<file path="src/rtl/vga_sync_decoder.sv">
// vga_sync_decoder: recovers VGA geometry, pixel col/row and lock state from sync/disp_ena.
module vga_sync_decoder #(
  parameter bit h_pol       = 1'b1,
  parameter bit v_pol       = 1'b1,
  parameter int CNT_W       = 12,
  parameter int LOCK_FRAMES = 2
) (
  input  logic             clk,
  input  logic             rst,
  input  logic             h_sync,
  input  logic             v_sync,
  input  logic             disp_ena,
  output logic             pix_valid,
  output logic [CNT_W-1:0] col,
  output logic [CNT_W-1:0] row,
  output logic [CNT_W-1:0] h_total,
  output logic [CNT_W-1:0] v_total,
  output logic [CNT_W-1:0] h_active,
  output logic [CNT_W-1:0] v_active,
  output logic             locked,
  output logic             frame_start
);
  localparam logic [1:0] SEARCH = 2'd0, MEASURE = 2'd1, LOCKED = 2'd2;
  localparam logic [CNT_W-1:0] MAX = '1;
  localparam logic [CNT_W-1:0] LF = CNT_W'(LOCK_FRAMES);
  localparam logic [CNT_W-1:0] ONE = CNT_W'(1);
  logic hs_a, vs_a, de_s, hs_p, vs_p, de_p;
  logic h_lead, v_lead, de_rise, de_fall, tuple_eq, h_bad;
  logic [CNT_W-1:0] h_cnt, line_len, line_cnt, act_cnt, act_len, row_cnt, match_cnt;
  logic [CNT_W-1:0] line_len_n, act_len_n, match_n;
  logic [1:0] state, state_n;

  function automatic logic [CNT_W-1:0] inc(input logic [CNT_W-1:0] x);
    return (x == MAX) ? x : x + ONE;
  endfunction

  assign h_lead     = hs_a & ~hs_p;
  assign v_lead     = vs_a & ~vs_p;
  assign de_rise    = de_s & ~de_p;
  assign de_fall    = ~de_s & de_p;
  assign line_len_n = h_lead ? inc(h_cnt) : line_len;
  assign act_len_n  = de_fall ? act_cnt : act_len;
  assign tuple_eq   = {line_len_n, line_cnt, act_len_n, row_cnt} == {h_total, v_total, h_active, v_active};
  // a stalled source shows up as h_cnt pinned at its ceiling
  assign h_bad      = (h_lead && line_len_n != h_total) || h_cnt == MAX;
  assign match_n    = (match_cnt != '0 && tuple_eq) ? inc(match_cnt) : ONE;
  assign locked     = state == LOCKED;

  always_comb begin
    state_n = state == SEARCH  ? (v_lead ? MEASURE : SEARCH) :
              state == MEASURE ? ((v_lead && match_n == LF) ? LOCKED : MEASURE) :
              ((h_bad || (v_lead && !tuple_eq)) ? SEARCH : LOCKED);
  end

  always_ff @(posedge clk) begin
    if (rst) begin
      {hs_a, vs_a, de_s, hs_p, vs_p, de_p} <= '0;
      h_cnt       <= '0;
      line_len    <= '0;
      line_cnt    <= '0;
      act_cnt     <= '0;
      act_len     <= '0;
      row_cnt     <= '0;
      match_cnt   <= '0;
      state       <= SEARCH;
      pix_valid   <= 1'b0;
      col         <= '0;
      row         <= '0;
      h_total     <= '0;
      v_total     <= '0;
      h_active    <= '0;
      v_active    <= '0;
      frame_start <= 1'b0;
    end else begin
      hs_a        <= h_sync == h_pol;
      vs_a        <= v_sync == v_pol;
      de_s        <= disp_ena;
      hs_p        <= hs_a;
      vs_p        <= vs_a;
      de_p        <= de_s;
      h_cnt       <= h_lead ? '0 : inc(h_cnt);
      line_len    <= line_len_n;
      line_cnt    <= v_lead ? CNT_W'(h_lead) : h_lead ? inc(line_cnt) : line_cnt;
      act_cnt     <= de_rise ? ONE : de_s ? inc(act_cnt) : act_cnt;
      act_len     <= act_len_n;
      row_cnt     <= v_lead ? '0 : de_fall ? inc(row_cnt) : row_cnt;
      pix_valid   <= de_s;
      col         <= de_rise ? '0 : de_s ? inc(col) : col;
      row         <= de_s ? row_cnt : row;
      h_total     <= v_lead ? line_len_n : h_total;
      v_total     <= v_lead ? line_cnt : v_total;
      h_active    <= v_lead ? act_len_n : h_active;
      v_active    <= v_lead ? row_cnt : v_active;
      frame_start <= v_lead;
      state       <= state_n;
      match_cnt   <= (state == MEASURE && v_lead) ? match_n :
                     (state == SEARCH || state_n == SEARCH) ? '0 : match_cnt;
    end
  end
endmodule

</file>
<file path="config.mk">
export PLATFORM = sky130hd
export DESIGN_NAME = vga_sync_decoder
export DESIGN_NICKNAME = d
export VERILOG_FILES = /design/src/rtl/vga_sync_decoder.sv
export SDC_FILE = /design/constraint.sdc
export NUM_CORES = 1
export LEC_CHECK = 0
export ABC_AREA = 1
export BUFFER_PORTS_ARGS = -buffer_cell sky130_fd_sc_hd__buf_2
export CELL_PAD_IN_SITES_DETAIL_PLACEMENT = 1
export CELL_PAD_IN_SITES_GLOBAL_PLACEMENT = 2
export CORE_MARGIN = 2
export CORE_UTILIZATION = 36
export CTS_CLUSTER_DIAMETER = 150
export DETAILED_ROUTE_END_ITERATION = 6
export GPL_ROUTABILITY_DRIVEN = 0
export GPL_TIMING_DRIVEN = 0
export PLACE_DENSITY = 0.95
export SYNTH_ARGS = -nofsm -noshare
export SYNTH_HDL_FRONTEND = slang
export SYNTH_SLANG_ARGS = --single-unit
</file>
<file path="constraint.sdc">
create_clock -name clk -period 5.56 [get_ports clk]
set_clock_uncertainty 0.1 [all_clocks]
set_input_delay 0.834 -clock clk [delete_from_list [all_inputs] [get_ports clk]]
set_output_delay 0.834 -clock clk [all_outputs]
set_load 0.02 [all_outputs]
</file>
# Word-level counts from Yosys, hierarchy flattened
# Index checks and enable logic that the tools add are counted.
[totals] register_bits=165 latch_bits=0 ramBits=0 mem_bits_ro=0 in_bits=5 out_inout_bits=75 word_cells=96 n_memories=0
[classes] add_sub_neg=6 multipliers=0 div=0 order_cmp=0 eq_ne=13 shift=0 n_mux=18 bitwise=12 reduce_logical=24
[op_table] cell="2-to-1 mux 12 bit" n=7
[op_table] cell="adder 12 x 1 -> 12 bit (second input constant)" n=6
[op_table] cell="== test 12 bit (second input constant)" n=6
[op_table] cell="== test 48 bit" n=1
[op_table] cell="== test 12 x 2 -> 1 bit (second input constant)" n=1
[op_table] cell="inequality test 12 bit" n=1
[op_table] cell="AND reduction 2 bit" n=6
[op_table] cell="nonzero test 12 bit" n=1
[op_table] cell="2-to-1 mux 2 bit" n=4
[op_table] cell="NOT 1 bit" n=8
[op_table] cell="2-to-1 mux 1 bit" n=7
[op_table] cell="nonzero test 2 bit" n=3
[op_table] cell="OR reduction 2 bit" n=3
[op_table] cell="logical AND 1 bit" n=5
[op_table] cell="bitwise AND 1 bit" n=4
[op_table] cell="logical NOT 2 bit" n=2
[op_table] cell="inequality test 2 bit (second input constant)" n=2
[op_table] cell="logical OR 1 bit" n=3
[op_table] cell="== test 2 x 1 -> 1 bit (second input constant)" n=1
[op_table] cell="== test 2 bit (second input constant)" n=1
[op_table] cell="logical NOT 1 bit" n=1

# Logic depth before layout (Yosys ltp)
# Gate-level depths: netlist of the first run.
[depth] depth_word=15 mapped_depth=20 ltp_nobuf=20

# Worst setup path after synthesis of the first run
# OpenSTA, ideal clock, no wires.
[synth_timing] path_type="register to register" startpoint="register h_cnt[0]" endpoint="register state[0]" arrival_ps=2150 t_required_ps=5328 setup_slack_ps=3178 path_stages_with_launch=19 path_cell_list="dfxtp_1 ha_1 nand2_2 nor2_8 nand3_4 buf_4 nand3_1 nand3_1 nand2_1 nor2_1 nand3_1 nor2_4 nand3_2 nor2_4 nand2_1 nor2_1 nand3_1 nand2_1 a21oi_1"
[synth_via] elab_chain_len=11 elab_cells_between_ends=12 cone_classes="1 x add/sub; 3 x eq/ne; 6 x mux; 2 x reduce/logical"
[synth_lines] item="start: declaration" line="29" rtl="logic [CNT_W-1:0] h_cnt, line_len, line_cnt, act_cnt, act_len, row_cnt, match_cnt;"
[synth_lines] item="start signal: assignment" line="81" rtl="h_cnt <= h_lead ? '0 : inc(h_cnt);"
[synth_lines] item="adder 12 x 1 -> 12 bit / == test 12 bit (equally long branches)" line="34" rtl="return (x == MAX) ? x : x + ONE;"
[synth_lines] item="2-to-1 mux 12 bit *"
[synth_lines] item="2-to-1 mux 12 bit *" line="41" rtl="assign line_len_n = h_lead ? inc(h_cnt) : line_len;"
[synth_lines] item="== test 48 bit *" line="43" rtl="assign tuple_eq = {line_len_n, line_cnt, act_len_n, row_cnt} == {h_total, v_total, h_active, v_active};"
[synth_lines] item="logical AND 1 bit *" line="46" rtl="assign match_n = (match_cnt != '0 && tuple_eq) ? inc(match_cnt) : ONE;"
[synth_lines] item="2-to-1 mux 12 bit *" line="46"
[synth_lines] item="== test 12 x 2 -> 1 bit *" line="51" rtl="state == MEASURE ? ((v_lead && match_n == LF) ? LOCKED : MEASURE) :"
[synth_lines] item="logical AND 1 bit *" line="51"
[synth_lines] item="2-to-1 mux 2 bit * (2 in series)" line="51"
[synth_lines] item="2-to-1 mux 2 bit *" line="50" rtl="state_n = state == SEARCH ? (v_lead ? MEASURE : SEARCH) :"
[synth_lines] item="end signal: assignment" line="95" rtl="state <= state_n;"
[synth_lines] item="end: declaration" line="31" rtl="logic [1:0] state, state_n;"
# Mark *: on every way between the ends. The rest lies on a longest branch, timed or not.
# A chain may end at the register's enable or synchronous reset.

# Final worst setup path of the first run
# Ends and elaborated chain as after synthesis.

==> flow_metrics.tcl, run 1 <==
set metrics [dict create \
    muxShareOfSynthArea_pct 0 \
    synth-main-ff-cell "dfxtp_1" \
    grt-ovfl-total 0 \
    grt_pass1_vias 7450 \
    worst_pin_slew_ns 0.753 \
    synth_fa_ha_area_share_pct 1.13 \
    crit_required_ns 5.81 \
    root_buffer "clkbuf_16" \
    grt_max_degree 17 \
    cts_tree "yes" \
    ys_async_sr_fraction_pct 0 \
    hpwl_mm 17.1 \
    syn_inst 1057 \
    drive_gt1_share_pct 15.5 \
    grt.total_usage_pct 21.2 \
    period_share_pct 53.7 \
    via_count 7249 \
    fin_setup_tns_ns 0 \
    p_total_uw 2710 \
    cap_violations 0 \
    layout_common_cells "213 x nand2_1, 165 x dfxtp_1, 137 x inv_1, 91 x nor2_1, 82 x buf_2" \
    cts-resized-gates 0 \
    wl_mm 22.9 \
    viasPerCell 5.03 \
    hold_viol 0 \
    synthesis.area_per_instance_um2 7.31 \
    synthSimpleGateAreaFrac_pct 29.0 \
    synth_compound_area_share_pct 13.8 \
    worstSetupPathType "reg2reg" \
    drtAntennaViolNets 0 \
    synthTopCellsByArea "dfxtp_1 43%, nand2_1 10%, inv_1 6.7%" \
    drtPass1Iterations 4 \
    synth-seq-cells 165 \
    antenna_cells 0 \
    dieHeight_um 151 \
    drcViolationCount 0 \
    fin_area_um2 9100 \
    place.port_buffers 79 \
    post-route-min-period_ns 2.98 \
    drt_iter0_markers 359 \
    yosys_warnings 0 \
    max_slew_margin_pct 49.6 \
    fmax_mhz 335 \
    row_count 53 \
    ioPinCount 80 \
    slew_violations 0 \
    layout_commonest_cell "nand2_1" \
    synth_area_um2 7730 \
    yosysTopAreaCellShare_pct 42.7 \
    finalNetCount 1167 \
    hold_buffers 0 \
    synth_top_family_by_area "simple AND/OR/NAND/NOR gates" \
    path_clk_slew_ns 0.07 \
    outcome "complete, no violations" \
    die_area_um2 22700 \
    arrival_ns 3.23 \
    placed_area_um2 8470 \
    p_leak_uw 0.00362 \
    startpoint_type "flop" \
    antenna_found_initial 0 \
    synth-edff-count 0 \
    ir_worst_vdd_mv 0.230 \
    synth_top_area_cell "dfxtp_1" \
    h-tree-depth 4 \
    synth_nets 1069 \
    postCtsSetupRepairBufs 0 \
    synth_cell_types 43 \
    rsz0062_at_grt "no" \
    hold_path.class "reg2reg" \
    clock_sinks 165 \
    area_growth_syn_to_layout_pct 17.7 \
    finalSetupViolCount 0 \
    powerDensity_nw_per_um2 298 \
    clk_path_buf_depth 2 \
    grt_pass1_wl_mm 37.6 \
    endpoint_kind "flop" \
    cts_buffers 17 \
    routedWlPerCell_um 15.9 \
    insertion_delay_ns 0.44 \
    synth_xor_area_share_pct 4.31 \
    chipWidth_um 151 \
    start_util_pct 36.8 \
    coreArea_um2 21000 \
    crit_fanout 10 \
    seq_area_frac_synth_pct 42.7 \
]
[final timing paths]
| path | from | endpoint | slack, ns | depth (start not counted) |
|---|---|---|---|---|
| min | hs_a | hs_p | 0.35 | 2 |
| min reg2reg | hs_a | hs_p | 0.35 | 2 |
| max reg2reg | h_cnt[0] | state[0] | 2.58 | 17 |
| max | h_cnt[0] | state[0] | 2.58 | 17 |
[flip-flops by register name (all words and copies together) (netlist names), 2 cells and up]
register	cells
act_cnt	12
h_total	12
state	2
match_cnt	12
v_active	12
line_len	12
act_len	12
h_cnt	12
row_cnt	12
h_active	12
line_cnt	12
col	12
row	12
v_total	12
[cells by family after synthesis]
family                   count (synthesis)
buffers and inverters                  174
AND/OR/NAND/NOR                        480
AO/OA/AOI/OAI                          193
flip-flops                             165
adder cells (fa/ha/maj)                  7
XOR/XNOR                                38
[stage by stage]
stage          setup WS, ns  hold slack [ns]  util, %  std cells
2_1_floorplan          3.18            0.311        -       1057
3_3_place_gp           2.62            0.320     40.3       1411
3_5_place_dp           2.56            0.346     40.3       1411
4_1_cts                2.52            0.357     43.3       1442
5_1_grt                2.25            0.380     43.3       1442
6_report               2.58            0.355     43.3       1442
[power breakdown]
group          leakage [uW]  internal, uW  switching (uW)
clock network      0.000312           777             502
registers           0.00134          1210            18.0
logic               0.00197          64.2             145
total               0.00362          2050             665
[synth_stat cells, types with 10 or more instances]
cell type and instances:
nand3_1 71, nor2_1 91, nand3_2 13, clkbuf_1 19
a21oi_1 68, xnor2_1 18, xor2_1 20, a21oi_2 10
inv_1 137, o22ai_1 17, nand4_1 25, nor3_1 20
o21ai_0 72, or2_2 19, nand2_1 213, dfxtp_1 165
[routing by layer]
layer / track usage [%] / routed length, um
met2: 36.1 / 11000
met5: 0 / 0
met4: 6.08 / 358
met1: 27.0 / 10700
met3: 4.27 / 864
[worst max-delay path: stages, from the launching register on]
cell and delay, ns:
dfxtp_1 0.41, ha_1 0.26, nand2_2 0.14, nor2_8 0.18, nand3_4 0.17, nand3_1 0.15, nand2_1 0.09, nand3_1 0.08
nand2_1 0.05, nor2_1 0.14, nand2_1 0.11, nor2_4 0.16, nand4_2 0.22, nor2_1 0.22, nor2_1 0.08, nand3_1 0.15
nand2_1 0.07, a21oi_1 0.12
[area by class of cell]
| type | count | area, um^2 |
|---|---|---|
| sequential | 165 | 3300 |
| buffer | 31 | 158 |
| multi-input combinational | 718 | 3730 |
| tap | 275 | 344 |
| clock buffer | 20 | 457 |
| timing repair buffer | 79 | 395 |
| clock inverter | 11 | 173 |
| inverter | 143 | 537 |
| fill | 2668 | 11900 |
Note: power is estimated with default switching activity, not from simulation.
==> inputs of run 2 (changes only) <==
--- a/config.mk
+++ b/config.mk
@@ -10,12 +10,12 @@
 export CELL_PAD_IN_SITES_DETAIL_PLACEMENT = 1
 export CELL_PAD_IN_SITES_GLOBAL_PLACEMENT = 2
 export CORE_MARGIN = 2
-export CORE_UTILIZATION = 36
+export CORE_UTILIZATION = 34
 export CTS_CLUSTER_DIAMETER = 150
 export DETAILED_ROUTE_END_ITERATION = 6
 export GPL_ROUTABILITY_DRIVEN = 0
 export GPL_TIMING_DRIVEN = 0
-export PLACE_DENSITY = 0.95
+export PLACE_DENSITY = 0.91
 export SYNTH_ARGS = -nofsm -noshare
 export SYNTH_HDL_FRONTEND = slang
 export SYNTH_SLANG_ARGS = --single-unit
==> constraint.sdc (replaced) <==
create_clock -name clk -period 2.8 [get_ports clk]
set_clock_uncertainty 0.1 [all_clocks]
set_input_delay 0.42 -clock clk [delete_from_list [all_inputs] [get_ports clk]]
set_output_delay 0.42 -clock clk [all_outputs]
set_load 0.02 [all_outputs]
==> run 2 against run 1 <==
  * Cell area grew 4.2%
  * Clock power grew 88%
  * Flip-flop and latch count is the same
  * Hold slack lost 0.25 ns
  * First-iteration DRC count shrank 2.5%
  * Non-clock buffer count grew 14
  * Critical path type unchanged
  * Largest cell class unchanged
  * Largest power group is now sequential cells
==> flow_metrics.tcl, run 2 (same netlist as run 1, synthesis figures left out) <==
set metrics [dict create \
    grt_max_degree 17 \
    wl_mm 23.7 \
    dieHeight_um 155 \
    drtPass1Iterations 5 \
    crit_slowest_cell "dfxtp_4" \
    drcViolationCount 0 \
    cap_violations 0 \
    fmax_mhz 369 \
    grt-ovfl-total 0 \
    p_leak_uw 0.00376 \
    rsz0062_at_grt "yes" \
    setup_ws_ns 0.0913 \
    hold_buffers 0 \
    place.port_buffers 79 \
    crit_top_cell "nand2_2" \
    h-tree-depth 4 \
    worst_pin_slew_ns 0.802 \
    post-route-min-period_ns 2.71 \
    powerDensity_nw_per_um2 561 \
    outcome "complete, no violations" \
    start_util_pct 34.3 \
    row_count 55 \
    startpoint_type "flop" \
    arrival_ns 2.96 \
    grt.total_usage_pct 19.9 \
    layout_commonest_cell "nand2_1" \
    max_slew_margin_pct 46.3 \
    post-place-ws_ns -0.237 \
    coreArea_um2 22500 \
    fill_cells 2849 \
    drtAntennaViolNets 0 \
    antenna_cells 0 \
    routedWlPerCell_um 16.1 \
    insertion_delay_ns 0.43 \
    die_area_um2 23900 \
    drt_iter0_markers 350 \
    ioPinCount 80 \
    crit_required_ns 3.05 \
    placed_area_um2 8480 \
    worstSetupPathType "reg2reg" \
    grt_pass1_wl_mm 38.2 \
    finalNetCount 1182 \
    endpoint_kind "flop" \
    hold_path.class "in2reg" \
    cp_cell_sequence "ha_4 -> nand2_4 -> nor2_8 -> nand3_4 -> nand3_4 -> nand2_2 -> nand3_2 -> nand2_2 -> nor2_4 -> nand2_2 -> nor2_4 -> nand2_2 -> a21oi_2 -> nand3_2 -> nand2_4 -> clkbuf_16 -> nand3_2 -> a21oi_2" \
    clock_sinks 165 \
    clk_path_buf_depth 2 \
    root_buffer "clkbuf_16" \
    hpwl_mm 17.2 \
    path_clk_slew_ns 0.06 \
    crit_fanout 8 \
    layout_common_cells "201 x nand2_1, 160 x dfxtp_1, 137 x inv_1, 84 x nor2_1, 82 x buf_2" \
    cp_slowest_stage_delay_ns 0.38 \
    hold_viol 0 \
    fin_area_um2 9480 \
    cts_tree "yes" \
    area_growth_syn_to_layout_pct 22.6 \
    viasPerCell 5.03 \
    grt_pass1_vias 7420 \
    finalSetupViolCount 0 \
    chipWidth_um 155 \
    ir_worst_vdd_mv 0.351 \
    cts_buffers 17 \
    drive_gt1_share_pct 20.3 \
    period_share_pct 96.7 \
    slew_violations 0 \
    via_count 7374 \
    antenna_found_initial 0 \
]
run 2: changes by cell type in the layout (fill, tap and decap cells not counted), sizes merged:
| cell | before | now |
|---|---|---|
| clkbuf | 39 | 42 |
| bufinv | 4 | 2 |
| buf | 91 | 104 |
| nand3 | 85 | 86 |
run 2: worst paths after layout:
path / from / end / slack [ns] / cells past startpoint
max: h_cnt[0] / match_cnt[10] / 0.09 / 18
min: h_sync / hs_a / 0.1 / 3
max reg2reg: h_cnt[0] / match_cnt[10] / 0.09 / 18
min reg2reg: vs_a / vs_p / 0.34 / 2
run 2: layout make-up:
type,count,area [um^2],share of cell area [%]
clock inverters,9,120,1.27
clock buffers,22,474,5.00
repair buffers,93,522,5.51
well taps,285,357,3.76
inverters,143,537,5.66
plain buffers,31,170,1.80
flip-flops and latches,165,3310,35.0
multi-input cells,719,3980,42.0
run 2: stage by stage:
stage               utilization, %  hold slack (ns)  TNS [ns]  cells  total power [uW]
floorplan                        -            0.311         0   1057              2760
global placement              37.7            0.317    -0.402   1421              2890
detailed placement            37.7            0.332     -1.78   1421              2900
CTS                           40.8           0.0920         0   1457              5310
global route                  42.1            0.106     -1.32   1467              5500
finish                        42.1           0.0997         0   1467              5310
run 2: power breakdown:
group	internal [uW]	switching [uW]
combinational	156	314
sequential	2400	39.5
clock	1400	1010
total	3950	1370
run 2: layer usage:
metal  global-route usage, %  part of all wire [%]  vias to the layer above  wire, um
li1                        -                     -                     3676         -
met1                    26.2                    47                     3552     11200
met2                    33.6                    48                      117     11300
met3                    3.53                   3.6                       29       859
met4                    5.60                   1.6                        0       368
met5                       0                     0                        -         0
run 2: repair_timing:
action,CTS,global route
buffers inserted,4,9
pin swaps,5,25
resized for setup,13,57
setup endpoints to repair,14,17
cloned,1,1
run 2: worst max-delay path: cells and delay by family (launching register included):
family / cells / cell delay [ns]
compound gates: 2 / 0.27
buf+inv: 1 / 0.16
flops: 1 / 0.38
fa+ha+maj: 1 / 0.16
simple gates: 14 / 1.53
